===== config.mk =====
export PLATFORM = sky130hd
export DESIGN_NAME = rr_req_arb8_flat
export DESIGN_NICKNAME = d
export VERILOG_FILES = /design/src/rtl/rr_req_arb8_if.sv /design/src/rtl/rr_req_arb8.sv /design/src/flat_wrapper.sv
export SDC_FILE = /design/constraint.sdc
export NUM_CORES = 1
export LEC_CHECK = 0
export CAP_MARGIN = 30
export CELL_PAD_IN_SITES_DETAIL_PLACEMENT = 0
export CELL_PAD_IN_SITES_GLOBAL_PLACEMENT = 1
export CORE_MARGIN = 2
export CORE_UTILIZATION = 38
export CTS_CLUSTER_DIAMETER = 60
export DETAILED_ROUTE_END_ITERATION = 7
export HOLD_SLACK_MARGIN = 0.12
export PLACE_DENSITY_LB_ADDON = 0.1
export REMOVE_ABC_BUFFERS = 1
export SLEW_MARGIN = 20
export SYNTH_ARGS = -nofsm -noshare
export SYNTH_HDL_FRONTEND = slang
export SYNTH_SLANG_ARGS = --single-unit

===== constraint.sdc =====
create_clock -name clk -period 3.75 [get_ports clk]
set_input_delay 0.375 -clock clk [delete_from_list [all_inputs] [get_ports clk]]
set_output_delay 0.375 -clock clk [all_outputs]
set_load 0.1 [all_outputs]

===== src/rtl/rr_req_arb8_if.sv =====
// Handshake bundle between the round-robin arbiter and its
// requesters/consumer (encoder side sees grant/valid).
interface rr_req_arb8_if;
    logic       en;
    logic [7:0] req;
    logic       done;
    logic [7:0] grant;
    logic       valid;
    logic [7:0] pending;

    modport master (
        output en, req, done,
        input  grant, valid, pending
    );

    modport slave (
        input  en, req, done,
        output grant, valid, pending
    );
endinterface


===== src/rtl/rr_req_arb8.sv =====
// Eight-line round-robin arbiter with a held one-hot grant,
// feeding an 8-to-3 encoder; level or rising-edge request capture.
module rr_req_arb8 #(
    parameter int N    = 8,
    parameter bit EDGE = 1'b0
) (
    input logic         clk,
    input logic         rst,
    rr_req_arb8_if.slave bus
);
    localparam int W = $clog2(N);

    localparam logic [0:0] S_IDLE  = 1'b0;
    localparam logic [0:0] S_GRANT = 1'b1;

    logic [0:0]   state_q, state_d;
    logic [N-1:0] grant_q, grant_d;
    logic         valid_q, valid_d;
    logic [N-1:0] pend_q,  pend_d;
    logic [N-1:0] req_q;
    logic [W-1:0] last_q,  last_d;
    logic [W-1:0] gidx_q,  gidx_d;

    logic [N-1:0] r;
    logic [N-1:0] clr;
    logic [W-1:0] win;
    logic [W-1:0] cand;
    logic         hit;
    logic         accept;

    // In level mode pend_q is just req delayed one cycle, for status only.
    assign r      = EDGE ? pend_q : bus.req;
    assign accept = (state_q == S_GRANT) && bus.en && bus.done;
    assign clr    = accept ? grant_q : '0;
    assign pend_d = EDGE ? ((pend_q & ~clr) | (bus.req & ~req_q))
                         : bus.req;

    always_comb begin
        win  = '0;
        hit  = 1'b0;
        cand = '0;
        for (int k = 1; k <= N; k++) begin
            cand = last_q + W'(k);
            if (!hit && r[cand]) begin
                win = cand;
                hit = 1'b1;
            end
        end
    end

    always_comb begin
        state_d = state_q;
        grant_d = grant_q;
        valid_d = valid_q;
        last_d  = last_q;
        gidx_d  = gidx_q;
        unique case (state_q)
            S_IDLE: begin
                if (bus.en && hit) begin
                    grant_d = {{(N-1){1'b0}}, 1'b1} << win;
                    valid_d = 1'b1;
                    gidx_d  = win;
                    state_d = S_GRANT;
                end else begin
                    grant_d = '0;
                    valid_d = 1'b0;
                end
            end
            S_GRANT: begin
                // Abort via en wins over done and leaves fairness state alone.
                if (!bus.en) begin
                    grant_d = '0;
                    valid_d = 1'b0;
                    state_d = S_IDLE;
                end else if (bus.done) begin
                    grant_d = '0;
                    valid_d = 1'b0;
                    last_d  = gidx_q;
                    state_d = S_IDLE;
                end
            end
            default: begin
                grant_d = '0;
                valid_d = 1'b0;
                state_d = S_IDLE;
            end
        endcase
    end

    always_ff @(posedge clk or posedge rst) begin
        if (rst) begin
            state_q <= S_IDLE;
            grant_q <= '0;
            valid_q <= 1'b0;
            pend_q  <= '0;
            req_q   <= '0;
            last_q  <= W'(N - 1);
            gidx_q  <= '0;
        end else begin
            state_q <= state_d;
            grant_q <= grant_d;
            valid_q <= valid_d;
            pend_q  <= pend_d;
            req_q   <= bus.req;
            last_q  <= last_d;
            gidx_q  <= gidx_d;
        end
    end

    assign bus.grant   = grant_q;
    assign bus.valid   = valid_q;
    assign bus.pending = pend_q;
endmodule


===== src/flat_wrapper.sv =====
// flat-port wrapper written by rule: the top's interface ports become plain ports
module rr_req_arb8_flat 
#(
    parameter int N    = 8,
    parameter bit EDGE = 1'b0
)
  (clk, rst, bus_en, bus_req, bus_done, bus_grant, bus_valid, bus_pending);
  rr_req_arb8_if bus_i ();
  input logic clk;
  input logic rst;
  input wire logic [$bits(bus_i.en)-1:0] bus_en;
  input wire logic [$bits(bus_i.req)-1:0] bus_req;
  input wire logic [$bits(bus_i.done)-1:0] bus_done;
  output wire logic [$bits(bus_i.grant)-1:0] bus_grant;
  output wire logic [$bits(bus_i.valid)-1:0] bus_valid;
  output wire logic [$bits(bus_i.pending)-1:0] bus_pending;
  assign bus_i.en = bus_en;
  assign bus_i.req = bus_req;
  assign bus_i.done = bus_done;
  assign bus_grant = bus_i.grant;
  assign bus_valid = bus_i.valid;
  assign bus_pending = bus_i.pending;
  rr_req_arb8 #(.N(N), .EDGE(EDGE)) u_core (.clk(clk), .rst(rst), .bus(bus_i));
endmodule

* Word-level counts from Yosys, hierarchy flattened
Cells that the tools add are included.
Storage, ports and cells: latch bits 0, logic and storage cells 84, bits of input ports 12, memories 0, flip-flop bits (word level) 24, output and inout bits 17, RAM bits 0, memory bits (read-only) 0
Cells by class: mux-type cells 43, bitwise logic cells 1, magnitude comparators 8, reduce and logical (&&, ||, !) cells 17, multiply operators 0, div/mod/pow operators 0, add/subtract/negate cells 7, shift-type cells 1, eq/ne operators 1
Operators by type and width (count):
- 3-bit by 4-bit < comparator with 1-bit output, second input constant | 8
- 1-bit binary-select mux with 3-bit select | 8
- 3-bit 2-to-1 mux | 8
- 8-bit 2-to-1 mux | 3
- 1-bit 2-to-1 mux | 21
- 8-bit one-hot mux with 2 select lines | 1
- 3-bit adder, second input constant | 4
- 1-bit logical AND | 8
- 1-bit by 3-bit left shift with 8-bit output, first input constant | 1
- 1-bit zero test | 7
- 3-bit by 2-bit adder with 3-bit output, second input constant | 2
- 1-bit one-hot mux with 2 select lines | 2
- 3-bit by 1-bit adder with 3-bit output, second input constant | 1
- 3-bit inequality test, second input constant | 1
- 3-bit AND reduction | 1
- 2-bit AND reduction | 1
- 1-bit NOT | 1

* Longest topological paths before layout
Gate-level depths: netlist (run 1).
depth in word-level cells 28, gate-level depth with buffers 14

* Worst setup path after synthesis (run 1)
Ideal clock, no wire load.
path type register to register, start reg u_core.last_q[0], end reg u_core.grant_q[4], in the netlist u_core.bus.grant[4], buffers on the path 4, data arrival time 3423 ps, cell stages (with the launch flop) 15, clock period less this slack 3544 ps, library setup time 122 ps, setup slack 206 ps, required time 3628 ps, cell sequence dfstp_2 buf_6 buf_2 buf_2 inv_1 ha_1 buf_2 mux2i_1 mux2i_1 o211ai_1 nand4_4 o311ai_4 nand3b_2 nor2_2 a22o_1
On the way: longest elaborated chain between the ends 28, elaborated cells on any way between the ends 57
RTL lines:
- from (decl) | RTL line rr_req_arb8.sv:21 | logic [W-1:0] last_q, last_d;
- from (signal assigned) | RTL line rr_req_arb8.sv:97 | last_q <= W'(N - 1);
- from (signal assigned) | RTL line rr_req_arb8.sv:105 | last_q <= last_d;
- 3-bit by 1-bit adder with 3-bit output | RTL line rr_req_arb8.sv:43 | cand = last_q + W'(k);
- 1-bit binary-select mux with 3-bit select | RTL line rr_req_arb8.sv:44 | if (!hit && r[cand]) begin
- 1-bit 2-to-1 mux (implied by the code) | RTL line rr_req_arb8.sv:44
- 1-bit 2-to-1 mux | RTL line rr_req_arb8.sv:44
- 1-bit zero test | RTL line rr_req_arb8.sv:44
- 1-bit logical AND | RTL line rr_req_arb8.sv:44
- 1-bit 2-to-1 mux | RTL line rr_req_arb8.sv:44
- 1-bit zero test | RTL line rr_req_arb8.sv:44
- (+12 left out)
- 1-bit logical AND | RTL line rr_req_arb8.sv:44
- 1-bit 2-to-1 mux | RTL line rr_req_arb8.sv:44
- 1-bit zero test | RTL line rr_req_arb8.sv:44
- 1-bit logical AND | RTL line rr_req_arb8.sv:44
- 3-bit 2-to-1 mux or 1-bit 2-to-1 mux (tied branches) | RTL line rr_req_arb8.sv:44
- 1-bit by 3-bit left shift with 8-bit output or 1-bit logical AND (tied branches) | RTL line rr_req_arb8.sv:60, rr_req_arb8.sv:59
- 8-bit 2-to-1 mux (*) | RTL line rr_req_arb8.sv:59 | if (bus.en && hit) begin
- 8-bit one-hot mux with 2 select lines (*) | RTL line rr_req_arb8.sv:57 | unique case (state_q)
- to (signal assigned) | RTL line rr_req_arb8.sv:101 | grant_q <= grant_d;
- to (decl) | RTL line rr_req_arb8.sv:17 | logic [N-1:0] grant_q, grant_d;
Every way passes the cells marked *; elsewhere a longest branch is shown, timed or not. The select of a mux whose other input is x is not followed. A chain may end at the register's enable or synchronous reset.

* Worst setup path in the final report (run 1)
start reg u_core.last_q[0], end reg u_core.grant_q[7], in the netlist u_core.bus.grant[7]
Same word-level chain as after synthesis.

==> results of run 1 <==
[sequential cells by signal (all words and copies together), names as in the netlist]
register and cells:
u_core.gidx_q 3, u_core.bus.grant 8, u_core.bus.pending 8, u_core.bus.valid 1
u_core.state_q 1, u_core.last_q 3
[area by class of cell]
class                   count  area (sq um)  area share
flip-flops and latches     24           604       0.275
repair buffers             31           310       0.141
clock buffers               4          55.1      0.0250
multi-input cells         124          1130       0.515
inverters                   8          30.0      0.0137
well taps                  54          67.6      0.0307
[cell families (layout without fill, tap and decap cells)]
group           after synthesis  count (layout)
compound gates               46              46
xor+xnor                      5               5
fa+ha+maj                     2               2
buf+inv                      15              43
flops                        24              24
mux                          27              27
simple gates                 44              44
[metal layers]
metal | track usage | share of wire
met5 | 0 | 0
met4 | 0.0350 | 0.011
met3 | 0.0401 | 0.064
met2 | 0.305 | 0.50
met1 | 0.235 | 0.42
[through the flow]
stage,area (sq um),worst slack [ps],std cells,utilization
after detailed placement,2130,494,240,0.457
after floorplan,1770,362,156,-
after global routing,2200,305,245,0.472
final,2200,500,245,0.472
after global placement,2130,491,240,0.457
after CTS,2180,509,244,0.469
[layout by cell type (no fill, tap or decap), types with 2 or more instances in the layout]
cell type        synthesis  final
o21ai_0                  9      9
nand3_1                  9      9
o221ai_4                 2      2
dfstp_2                  3      3
mux2i_1                 13     13
ha_1                     2      2
mux4_2                   8      8
a21oi_1                  6      6
clkdlybuf4s50_1          0     28
a22oi_1                  2      2
dfrtp_1                 21     21
xnor2_1                  2      2
a22o_1                   4      4
nand2b_1                 5      5
inv_1                    8      8
nor2b_1                  2      2
nor2_1                   2      2
nand2_1                 19     19
mux2_2                   5      5
o21ai_1                  2      2
buf_4                    0      2
clkbuf_8                 0      4
[worst paths after layout]
kind | start | to | cells after the start
max | u_core.last_q[0] | u_core.bus.grant[7] | 10
max in group asynchronous | rst | u_core.last_q[0] | 3
min | rst | u_core.bus.pending[4] | 2
min reg2reg | u_core.bus.grant[1] | u_core.bus.grant[1] | 2
max reg2reg | u_core.last_q[0] | u_core.bus.grant[7] | 10
min in group clk | u_core.bus.grant[1] | u_core.bus.grant[1] | 2
==> metrics.md, run 1 <==
| Metric | Value |
|---|---|
| CTS tree | `yes` |
| Seq/Total Area, Yosys | `0.334` |
| Initial core utilization | `0.388` |
| Clock latency at the later pin of the worst-skew pair | `260 ps` |
| Initial antenna violation count | `0` |
| # hold bufs at CTS | `0` |
| Fillers | `430` |
| Chip height | `73.0 um` |
| Synth Area in Compound Gates | `0.233` |
| RSZ-0062 raised after global routing | `no` |
| Crit path arrival time | `3410 ps` |
| Worst slew pin tran | `983 ps` |
| Crit path cell chain | `buf_4 > ha_1 > xor2_2 > mux2i_1 > o221ai_4 > nand2b_1 > a21boi_0 > o2bb2a_1 > a311o_1 > a22o_1` |
| Cell Rows | `25` |
| Largest family of logic cells by synthesized area | `compound AO/OA/AOI/OAI gates` |
| Clock skew | `~4.5 ps` |
| Number of routed nets with antenna violations | `0` |
| Die ar. | `5330 sq um` |
| Hold Path Class | `input pin to asynchronous set/reset pin` |
| YS warnings | `0` |
| Post-synth top area share | `0.291` |
| Max Freq | `0.308 GHz` |
| Synth Instances | `163` |
| H-tree levels | `1` |
| Cell Area, Synth | `1810 sq um` |
| Worst path top cell family by delay | `compound AO/OA/AOI/OAI gates` |
| Via count | `~1,500` |
| Post-synthesis xor/xnor area fraction | `0.0325` |
| Fin crit share | `0.867` |
| Async S/R FF share, synth | `1.00` |
| Final Setup Violations | `0` |
| Ys flop type | `dfrtp_1` |
| Rel. slew slack | `0.342` |
| Wirelength, routed | `4500 um` |
| Status | `finished, final reports clean` |
| Hpwl dp | `between 3000 and 4000 um` |
| Vias in the first global route | `roughly 1,500` |
| Crit path launch type | `flop` |
| Critical-path top delay cell | `dfstp_2` |
| Worst-path clk slew | `90 ps` |
| Setup Buffers After CTS | `0` |
| Global route overflow | `0` |
| Drt pass-1 iters | `5` |
| CP bufs+invs | `1` |
| Vias/cell | `between 6 and 7` |
| Slowest stage delay, CP | `530 ps` |
| Gr usage total | `0.179` |
| Num CTS Buffers | `3` |
| Fin nets | `206` |
| Post-synth EDFFs | `0` |
| Drt initial violations | `46` |
| Post-CTS resize count | `0` |
| Critical path fanouts, max | `24` |
| Synth top area cells | `dfrtp_1 (29%), mux4_2 (10%), mux2i_1 (7.2%)` |
| Routed len/inst | `18.4 um` |
| Clock tree root driver cell | `clkbuf_8` |
| Yosys cell types | `53` |
| First-pass GRT wire length | `approximately 7300 um` |
| Top Ports | `29` |
| CP required | `around 4000 ps` |
| Critical Path Sink Type | `flop` |
| Crit path kind | `flop to flop` |
| Most frequent cell after synthesis | `dfrtp_1` |
| Slew Viols, Final | `0` |
| Final TNS setup | `0 ps` |
| Synth Area per Inst | `11.1 sq um` |
| Largest net degree at the start of global routing | `25` |
| Final Hold Violating Endpoints | `0` |
| Adder-Cell Fraction of Synth Area | `0.0138` |
| Synth-to-Final Area Change | `21.7%` |
| Hold_ws | `398 ps` |
| Area leader, netlist | `dfrtp_1` |
| Proportion of synthesized area in mux cells | `0.217` |
| Register-to-register setup slack | `500 ps` |
| Post-Synth Simple-Gate Area | `0.130` |
| Antenna Diode Count | `0` |
| Core Region | `4660 sq um` |
| Sink Count | `24` |
| DRC viols | `0` |
| Synth top cells by count | `dfrtp_1 (21), nand2_1 (19), mux2i_1 (13)` |
| Yosys reg bits | `24` |
| Max Cap Violations | `0` |
| Final Wtd Congestion | `0.844` |
| Die W | `around 73 um` |
| CTS max path bufs | `2` |
| I/O Buffers | `28` |
| Share of post-route cells with drive strength above 1 | `0.194` |
| Min Tclk post-route | `3250 ps` |
Power of run 1 is left out: the tool's default activity adds up to more than one toggle a clock period on the data nets, which glitch-free logic cannot reach.
==> run 2, diff against run 1 <==
==> constraint.sdc (replaced) <==
create_clock -name clk -period 2.8 [get_ports clk]
set_input_delay 0.28 -clock clk [delete_from_list [all_inputs] [get_ports clk]]
set_output_delay 0.28 -clock clk [all_outputs]
set_load 0.1 [all_outputs]
==> metrics.md, run 2 (synthesis gave the netlist of run 1 again) <==
| Metric | Value |
|---|---|
| PnR worst setup slack | `-196 ps` |
| Post-DP Area | `2350 sq um` |
| Largest net degree at the start of global routing | `25` |
| Worst-path clk slew | `~90 ps` |
| Sink Count | `24` |
| Global route overflow | `0` |
| I/O Buffers | `28` |
| Wirelength, routed | `5240 um` |
| Top Ports | `29` |
| Num CTS Buffers | `3` |
| Crit path arrival time | `~3200 ps` |
| Synth-to-Final Area Change | `48.5%` |
| Critical Path Sink Type | `flop` |
| Final Hold Violating Endpoints | `0` |
| Register-to-register setup slack | `-200 ps` |
| Number of routed nets with antenna violations | `0` |
| CP required | `3010 ps` |
| First-pass GRT wire length | `8330 um` |
| Fin crit share | `1.07` |
| Rel. slew slack | `0.622` |
| Most common cell after layout, fill and taps aside | `buf_4` |
| Share of post-route cells with drive strength above 1 | `0.496` |
| Initial antenna violation count | `0` |
| Gr usage total | `0.204` |
| Vias/cell | `between 5 and 6` |
| H-tree levels | `1` |
| RSZ-0062 raised after global routing | `yes` |
| Antenna Diode Count | `0` |
| Clock latency at the later pin of the worst-skew pair | `270 ps` |
| Clock tree root driver cell | `clkbuf_8` |
| Core Region | `between 4000 and 5000 sq um` |
| Failing checks | `setup timing` |
| Die W | `73.0 um` |
| CTS max path bufs | `2` |
| Pre-CTS setup slack | `-296 ps` |
| Area of the multi-input gates | `approximately 1300 sq um` |
| Drt initial violations | `between 100 and 150` |
| Post-route cell area | `between 2000 and 3000 sq um` |
| Chip height | `between 70 and 80 um` |
| Hpwl dp | `3850 um` |
| Fin nets | `between 200 and 250` |
| Critical path fanouts, max | `6` |
| Routed len/inst | `18.2 um` |
| Status | `finished, violations left` |
| # hold bufs at CTS | `0` |
| Max Cap Violations | `0` |
| Min Tclk post-route | `approximately 3000 ps` |
| Hold Path Class | `input pin to asynchronous set/reset pin` |
| Slew Viols, Final | `0` |
| Crit path launch type | `flop` |
| CTS tree | `yes` |
| Drt pass-1 iters | `4` |
| Final core utilization | `0.576` |
| Cell Rows | `25` |
| Final Setup Violations | `11` |
| Reg area | `~600 sq um` |
| DRC viols | `0` |
| Vias in the first global route | `1,706` |
| Crit path kind | `flop to flop` |
| Fillers | `388` |
| Final Wtd Congestion | `0.951` |
| Die ar. | `between 5000 and 6000 sq um` |
| Max Freq | `0.334 GHz` |
| Via count | `1,647` |
| Worst slew pin tran | `563 ps` |
| Commonest non-fill, non-tap cells in the layout | `buf_4 (57), dfrtp_1 (21), nand2_1 (17)` |
| Initial core utilization | `0.388` |
| Clock skew | `4.13 ps` |
[run 2: cell type report]
type                       instances  share of cell area
inverter                           8              0.0112
sequential                        24               0.225
timing repair buffer              74               0.232
clock buffer                       3              0.0154
clock inverter                     1              0.0112
tap                               54              0.0252
multi-input combinational        124               0.480
[run 2: what timing repair did]
item / in CTS / in global routing
setup endpoints to repair: 12 / 11
cloned: 0 / 0
hold endpoints to repair: 0 / 0
resized for setup: 17 / 24
setup buffers: 5 / 3
pin swaps: 8 / 11
[run 2: worst paths after layout]
check / from / endpoint / cells past startpoint
worst max-delay path: u_core.last_q[0] / u_core.bus.grant[4] / 11
worst min-delay path: rst / u_core.bus.pending[6] / 2
worst max register to register: u_core.last_q[0] / u_core.bus.grant[4] / 11
worst min register to register: u_core.bus.valid / u_core.bus.valid / 2
max in group asynchronous: rst / u_core.last_q[2] / 3
min in group clk: u_core.bus.valid / u_core.bus.valid / 2
[run 2: stage by stage]
step | TNS, ps | std cells | hold slack, ps
5_1_grt | -2580 | 288 | 257
4_1_cts | -659 | 284 | 492
6_report | -1610 | 288 | 230
3_5_place_dp | -2410 | 275 | 470
3_3_place_gp | -2110 | 275 | 457
2_1_floorplan | -5670 | 156 | 292
[run 2: layer usage]
| layer | global-route usage | vias up | routed length [um] |
|---|---|---|---|
| li1 | - | 772 | - |
| met5 | 0 | - | 0 |
| met3 | 0.0414 | 10 | 254 |
| met2 | 0.362 | 53 | 2780 |
| met1 | 0.254 | 812 | 2160 |
| met4 | 0.0473 | 0 | 48 |
[run 2: worst max-delay path, cell delays in order, from the launching register on]
cell,delay [ps]
dfstp_2,570
inv_2,60
ha_4,350
mux4_2,390
buf_4,180
mux2i_2,200
buf_4,180
nor3_2,40
o31a_1,250
buf_4,140
a311oi_4,390
a22o_1,190
Power of run 2 is left out for the same reason.
==> run 3, diff against run 2 <==
--- a/config.mk
+++ b/config.mk
@@ -19,3 +19,4 @@
 export SYNTH_ARGS = -nofsm -noshare
 export SYNTH_HDL_FRONTEND = slang
 export SYNTH_SLANG_ARGS = --single-unit
+export TNS_END_PERCENT = 30
==> metrics.md, run 3 (synthesis gave the netlist of run 1 again) <==
| Metric | Value |
|---|---|
| Met2 GRT Util | `0.356` |
| DRC viols | `0` |
| Crit path cell chain | `inv_2 > ha_4 > buf_6 > mux4_2 > mux2i_1 > buf_4 > a21oi_2 > o31a_1 > buf_4 > a311oi_4 > a22o_1` |
| Met3 Usage GRT | `0.0387` |
| Crit path kind | `flop to flop` |
| Worst slew pin tran | `about 580 ps` |
| Grt peak-use layer | `met2` |
| RSZ-0062 raised after global routing | `yes` |
| Routed len/inst | `17.9 um` |
| Clock skew | `between 2 and 3 ps` |
| Clock latency at the later pin of the worst-skew pair | `270 ps` |
| Die ar. | `5330 sq um` |
| Crit path from | `u_core.last_q[0]` |
| Final Wtd Congestion | `approximately 0.95` |
| DP Cell Count | `275` |
| Most common cell on crit path | `buf_4` |
| Most common cell after layout, fill and taps aside | `buf_4` |
| Crit path arrival time | `3180 ps` |
| Wirelength, routed | `between 5000 and 6000 um` |
| Antenna Diode Count | `0` |
| Critical-path top delay cell | `dfstp_2` |
| Worst-path clk slew | `80 ps` |
| Final Hold Violating Endpoints | `0` |
| Fin nets | `roughly 250` |
| Final Setup Violations | `10` |
| Fillers | `398` |
| Met1 usage | `0.255` |
| Vias/cell | `5.69` |
| Cell Rows | `25` |
| Drt pass-1 iters | `6` |
| PnR worst setup slack | `-169 ps` |
| Fin crit share | `1.06` |
| Max Cap Violations | `0` |
| Vias in the first global route | `1,690` |
| FF-to-FF Start | `u_core.last_q[0]` |
| Initial antenna violation count | `0` |
| Share of post-route cells with drive strength above 1 | `0.476` |
| Critical Path Sink Type | `flop` |
| Hold Path Class | `input pin to asynchronous set/reset pin` |
| Chip height | `73.0 um` |
| Critical path fanouts, max | `6` |
| Largest net degree at the start of global routing | `25` |
| Hold_ws | `230 ps` |
| Commonest non-fill, non-tap cells in the layout | `buf_4 (56), dfrtp_1 (21), nand2_1 (18)` |
| Failing checks | `setup timing` |
| Global route overflow | `0` |
| Via count | `1,623` |
| Crit path launch type | `flop` |
| Status | `finished, violations left` |
| CP required | `3010 ps` |
| Slew Viols, Final | `0` |
| Min Tclk post-route | `2970 ps` |
| Clock tree root driver cell | `clkbuf_8` |
| First-pass GRT wire length | `8260 um` |
| Synth-to-Final Area Change | `45.3%` |
| Drt initial violations | `117` |
| Initial core utilization | `0.388` |
| Gr usage total | `0.202` |
| Die W | `73.0 um` |
| # hold bufs at CTS | `0` |
| Number of routed nets with antenna violations | `0` |
| Max Freq | `0.337 GHz` |
| Top Ports | `29` |
| H-tree levels | `1` |
| I/O Buffers | `28` |
| Hpwl dp | `3850 um` |
| CTS tree | `yes` |
| Slowest stage delay, CP | `570 ps` |
| Rel. slew slack | `0.615` |
| Core Region | `about 4700 sq um` |
| Num CTS Buffers | `3` |
| Sink Count | `24` |
| Final cell count without fillers | `285` |
| CTS max path bufs | `2` |
## run 3: changes by cell type in the layout (fill, tap and decap cells not counted), sizes merged
cell | before | now
buf | 63 | 60
## run 3: repair_timing
item	4_1_cts	5_1_grt
gates cloned	0	0
gates resized for setup	18	15
pin swaps	8	8
setup buffers	3	2
setup endpoints to repair	12	12
## run 3: cell type report
cell class / count / area [sq um] / area share
tap: 54 / 67.6 / 0.0257
sequential: 24 / 604 / 0.230
timing repair buffer: 71 / 588 / 0.224
inverter: 8 / 30.0 / 0.0114
clock inverter: 1 / 30.0 / 0.0114
clock buffer: 3 / 41.3 / 0.0157
multi-input combinational: 124 / 1270 / 0.482
## run 3: worst paths after layout
check	end	slack, ps	cells after the start
hold reg to reg	u_core.bus.valid	490	2
setup / recovery	u_core.bus.grant[4]	-170	11
setup reg to reg	u_core.bus.grant[4]	-170	11
max in group asynchronous	u_core.last_q[2]	2080	3
hold / removal	u_core.bus.pending[6]	230	2
min in group clk	u_core.bus.valid	490	2
## run 3: critical path, delay by kind of cell, from the launching register on
kind | cells | cell delay (ps)
adder cells (fa/ha/maj) | 1 | 350
flip-flops | 1 | 570
AO/OA/AOI/OAI | 4 | 910
multiplexers | 2 | 580
buffers and inverters | 4 | 490
## run 3: through the flow
| step | instance area [sq um] | worst slack (ps) | util | setup TNS [ps] |
|---|---|---|---|---|
| after floorplan | 1770 | -588 | - | -5670 |
| after global placement | 2350 | -278 | 0.504 | -2110 |
| after detailed placement | 2350 | -296 | 0.504 | -2410 |
| after CTS | 2530 | -102 | 0.543 | -650 |
| after global routing | 2630 | -263 | 0.564 | -2410 |
| final | 2630 | -169 | 0.564 | -1040 |
## run 3: metal layers
layer,share of wire,vias to the layer above
met4,0.0098,0
met5,0,-
li1,-,766
met3,0.050,8
met2,0.53,58
met1,0.41,791
Power of run 3 is left out for the same reason.
